==> src/rtl/pla_cube_scheduler.sv <==
// pla_cube_scheduler: one 17-input cube matcher time-multiplexed over a
// programmable table of NCUBES product terms. Each accepted vector is tested
// against one cube per cycle; the result is the OR of matches plus the lowest
// matching index.
// Optional build macro: PLA_SCHED_FULLSCAN_EN -- disables early exit, always
// scans every entry, and adds out_hit_cnt (number of matching cubes).
module pla_cube_scheduler #(
  parameter  int NIN    = 17,
  parameter  int NCUBES = 16,
  localparam int CW     = $clog2(NCUBES)
) (
  input  logic          clk,
  input  logic          rst,
  input  logic          in_valid,
  output logic          in_ready,
  input  logic [NIN-1:0] in_vec,
  input  logic          cfg_we,
  input  logic [CW-1:0] cfg_addr,
  input  logic [NIN-1:0] cfg_care,
  input  logic [NIN-1:0] cfg_val,
  input  logic          cfg_en,
  output logic          out_valid,
  input  logic          out_ready,
  output logic          out_y,
  output logic [CW-1:0] out_hit_idx,
`ifdef PLA_SCHED_FULLSCAN_EN
  output logic [CW:0]   out_hit_cnt,
`endif
  output logic          busy
);

  // Table is sized to the full index space so a non-power-of-2 NCUBES never
  // produces an out-of-range write; entries >= NCUBES are simply never scanned.
  localparam int DEPTH = 1 << CW;

`ifdef PLA_SCHED_FULLSCAN_EN
  localparam bit FULLSCAN = 1'b1;
`else
  localparam bit FULLSCAN = 1'b0;
`endif

  typedef enum logic [1:0] {IDLE, EVAL, DONE} state_t;

  state_t state_q, state_d;

  logic [DEPTH-1:0][NIN-1:0] care_q;
  logic [DEPTH-1:0][NIN-1:0] val_q;
  logic [DEPTH-1:0]          en_q;

  logic [NIN-1:0] vec_q;
  logic [CW-1:0]  idx_q;
  logic           y_q;
  logic [CW-1:0]  hit_idx_q;

  logic accept, tbl_wr, match, last;

  assign in_ready = (state_q == IDLE) && !cfg_we;
  assign accept   = in_valid && in_ready;
  assign tbl_wr   = cfg_we && (state_q == IDLE);
  assign last     = (idx_q == CW'(NCUBES - 1));
  assign match    = en_q[idx_q] && (((vec_q ^ val_q[idx_q]) & care_q[idx_q]) == '0);

  assign out_valid   = (state_q == DONE);
  assign busy        = (state_q != IDLE);
  assign out_y       = y_q;
  assign out_hit_idx = hit_idx_q;

  // State register
  always_ff @(posedge clk) begin
    if (rst) state_q <= IDLE;
    else     state_q <= state_d;
  end

  // Next-state: early exit on first hit unless full scan is built in
  always_comb begin
    state_d = state_q;
    case (state_q)
      IDLE:    if (accept) state_d = EVAL;
      EVAL:    if (last || (!FULLSCAN && match)) state_d = DONE;
      DONE:    if (out_ready) state_d = IDLE;
      default: state_d = IDLE;
    endcase
  end

  // Enable bits reset to 0; table writes only land while IDLE
  always_ff @(posedge clk) begin
    if (rst)         en_q <= '0;
    else if (tbl_wr) en_q[cfg_addr] <= cfg_en;
  end

  // Care/value payload needs no reset: gated by en_q on the match path
  always_ff @(posedge clk) begin
    if (tbl_wr) begin
      care_q[cfg_addr] <= cfg_care;
      val_q[cfg_addr]  <= cfg_val;
    end
  end

  // Datapath: latch vector, walk the index, record the lowest hit.
  // Result registers are cleared on accept, so a no-hit scan ends with y=0, idx=0.
  always_ff @(posedge clk) begin
    if (rst) begin
      vec_q     <= '0;
      idx_q     <= '0;
      y_q       <= 1'b0;
      hit_idx_q <= '0;
    end else begin
      case (state_q)
        IDLE: if (accept) begin
          vec_q     <= in_vec;
          idx_q     <= '0;
          y_q       <= 1'b0;
          hit_idx_q <= '0;
        end
        EVAL: begin
          if (match && !y_q) begin
            y_q       <= 1'b1;
            hit_idx_q <= idx_q;
          end
          if (!last) idx_q <= idx_q + CW'(1);
        end
        default: ;
      endcase
    end
  end

`ifdef PLA_SCHED_FULLSCAN_EN
  logic [CW:0] cnt_q;

  // Count of matching cubes over the full scan
  always_ff @(posedge clk) begin
    if (rst)                              cnt_q <= '0;
    else if (state_q == IDLE && accept)   cnt_q <= '0;
    else if (state_q == EVAL && match)    cnt_q <= cnt_q + (CW+1)'(1);
  end

  assign out_hit_cnt = cnt_q;
`endif

endmodule

==> config.mk <==
export PLATFORM = sky130hd
export DESIGN_NAME = pla_cube_scheduler
export DESIGN_NICKNAME = d
export VERILOG_FILES = /design/src/rtl/pla_cube_scheduler.sv
export SDC_FILE = /design/constraint.sdc
export NUM_CORES = 1
export LEC_CHECK = 0
export CORE_MARGIN = 2
export CORE_UTILIZATION = 45
export DETAILED_ROUTE_END_ITERATION = 10
export HOLD_SLACK_MARGIN = 0.02
export PLACE_DENSITY = 0.66
export SYNTH_ARGS = -nofsm -noshare
export SYNTH_HDL_FRONTEND = slang
export SYNTH_SLANG_ARGS = --single-unit
export TNS_END_PERCENT = 100
==> constraint.sdc <==
create_clock -name clk -period 3.85 [get_ports clk]
set_clock_uncertainty 0.2 [all_clocks]
set_input_delay 0.5775 -clock clk [delete_from_list [all_inputs] [get_ports clk]]
set_output_delay 0.5775 -clock clk [all_outputs]
set_load 0.005 [all_outputs]
==> run metrics <==
status=finished, final reports clean; PortBufs=68; post-route ant nets=0; area delta synth->final=15.9%; final core utilization=52.6%; cts bufs inserted=58; Critical Path AT=3810 ps; Area contributors post-synth=edfxtp_1 (70%), mux4_2 (9.3%), dfxtp_1 (3.8%), xor2_1 (3.0%), mux2i_1 (2.7%); Yosys top cell area share=70.4%; GRT overflow=0; Cell Area, Synth=23,200 µm²; area leader, netlist=edfxtp_1; DRT Wirelength=53.0 mm; # resized after CTS=0; Max Cap Violations=0; starting density of the core=45.4%; Vias/cell=5.67; clock transition at the registers of the reported paths=60 ps; worst skew pair latency=610 ps; Worst Setup End Kind=flip-flop; static leakage=8.62 nW; PwrDens=487 nW/µm²; Die W=231 µm; Sum Neg Setup Slack=0 ps; post-synthesis register bit count=588; clock sinks=588; largest net degree at the start of global routing=51; Mean Syn Cell Area=18.4 µm²; Setup crit start kind=flip-flop; Final Hold Viols=0; Final period util=91.1%; Synthesized Nets=1,321; die area=53,400 µm²; WS Path Type=reg -> reg; CTS max path bufs=3; routability cong.=0.788; Yosys cell types=59; worst min path class=in -> reg; DRT Pass-1 Iters=5; fin. max-slew vios=0; Worst Path Required=4160 ps; Slew HR=33.1%; Post-DP Area=25,100 µm²; Top Ports=69; Final Critical Period=3510 ps; first-pass GRT wire length=78.8 mm; post-route cell area=26,900 µm²; EDFF count, synth=544; clk root buf=clkbuf_16; synthesized netlist cell count=1,259; Max FO, Critical Path=31; postcts setup bufs=0; DRC Markers=0; CTS H-tree depth=2; Top FF cell, synth=edfxtp_1; Max Freq=0.285 GHz; Final nets=1,444; layout cells sized above 1=18.6%; Post-CTS Hold Fix Bufs=0; antenna violations before repair=3; Synth async-reset ratio=0%; # setup viols final=0; DRT iter0 DRCs=1,191; RSZ-0062 raised after global routing=false; WL/cell=25.1 µm; Vias=12.0k; total track usage=20.1%; Site Rows=83; part of the Yosys area used for sequential elements=74.1%; Core Footprint=51,200 µm²; Yosys warning count=0; actual slew at the worst max-slew pin=997 ps; VDD IR max=0.000366 V; vias in the first global route=12.1k; die extent in y=231 µm; DP Wirelength=30.4 mm; CTS tree=yes
[final cells by class]
cell class                      count  area (µm²)
Clock buffer                       79        1590
Timing Repair Buffer              126        1340
Inverter                            6        22.5
Multi-Input combinational cell    602        5710
Fill cell                        3990       24300
Clock inverter                     27         173
Antenna cell                        1        2.50
Sequential cell                   588       17200
Tap cell                          680         851
[routing by layer]
layer	share of wire, %	track usage (%)	wire [µm]	vias to the layer above
li1	-	-	-	5208
met1	42	27.1	22100	6293
met2	50	33.7	26500	353
met3	5.6	3.20	2950	93
met4	2.6	6.51	1370	4
met5	0.042	0	22	-
[cells by family (layout without fill, tap and decap cells)]
logic type / count (synthesis) / after routing / share of synthesized area, %
xor+xnor: 97 / 97 / 3.66
compound gates: 110 / 110 / 3.22
mux: 167 / 167 / 12.7
simple gates: 227 / 227 / 4.41
flops: 588 / 588 / 74.1
buf+inv: 69 / 238 / 1.84
other cells: 0 / 1 / 0
fa+ha+maj: 1 / 1 / 0.0539
[final timing paths]
path	startpoint	endpoint	slack [ps]	cells past startpoint
worst max-delay path	idx_q[0]	out_y	340	10
worst min-delay path	rst	en_q[0]	250	2
worst max register to register	idx_q[0]	out_y	340	10
worst min register to register	en_q[15]	en_q[15]	280	2
[where the power goes]
group,switching [mW],internal [mW]
Clock,2.32,3.00
Sequential,0.0659,7.06
Combinational,0.372,0.274
[cell usage after synthesis (9+ instances only)]
cell,number
edfxtp_1,544
mux2i_1,63
buf_6,14
dfxtp_1,44
nand3_1,25
nand2_1,106
xnor2_1,18
xor2_1,79
nor2_1,47
a22oi_1,9
o21ai_0,25
mux4_2,96
buf_2,19
clkbuf_1,19
a21oi_1,37
nor3_1,16
[worst max-delay path, cell delays in order, from the launching register on]
cell and delay [ps]:
dfxtp_4 790, buf_4 270, mux4_2 490, mux2i_1 170, xor2_1 110, o32ai_1 470
nor2_1 150, and4_1 240, buf_4 140, o2bb2ai_4 160, o21a_1 190
[sequential cells by signal (all words and copies together), names as in the netlist]
name	flops
val_q	272
state_q	2
out_hit_idx	4
en_q	16
care_q	272
out_y	1
vec_q	17
idx_q	4
[cell usage in the layout (no fill, tap or decap), types with 3 or more instances in the layout]
master	netlist	routed
nor2_1	47	35
a31oi_1	4	4
and3_1	6	6
nor2b_1	5	5
mux2_2	4	4
o221ai_1	3	3
o32ai_1	4	4
nand2b_1	6	6
nor2_4	0	12
dfxtp_4	0	3
buf_12	1	18
clkinv_2	0	11
clkbuf_8	0	4
xnor2_1	18	18
xor2_1	79	79
buf_4	3	40
mux2i_1	63	63
a311oi_1	5	5
nand3_1	25	25
clkbuf_16	0	59
a22oi_1	9	9
edfxtp_1	544	544
and2_1	3	3
inv_1	6	5
mux4_2	96	96
a32oi_1	5	5
o21ai_0	25	25
a21oi_1	37	37
dfxtp_1	44	41
nor3_1	16	12
nand2_1	106	106
nor3_4	0	4
o21ai_1	3	3
clkinv_1	0	13
mux4_1	4	4
clkbuf_1	19	16
clkdlybuf4s50_1	0	67
[per-stage QoR]
stage / setup WS [ps] / total power, mW / std cells / hold slack, ps
2_1_floorplan: 632 / 7.60 / 1259 / 248
3_3_place_gp: 332 / 7.90 / 2002 / 258
3_5_place_dp: 328 / 7.92 / 2002 / 265
4_1_cts: 303 / 13.2 / 2108 / 219
5_1_grt: 81.7 / 13.5 / 2109 / 259
6_report: 344 / 13.1 / 2109 / 251
No activity file was read; power rests on OpenSTA's default activity.
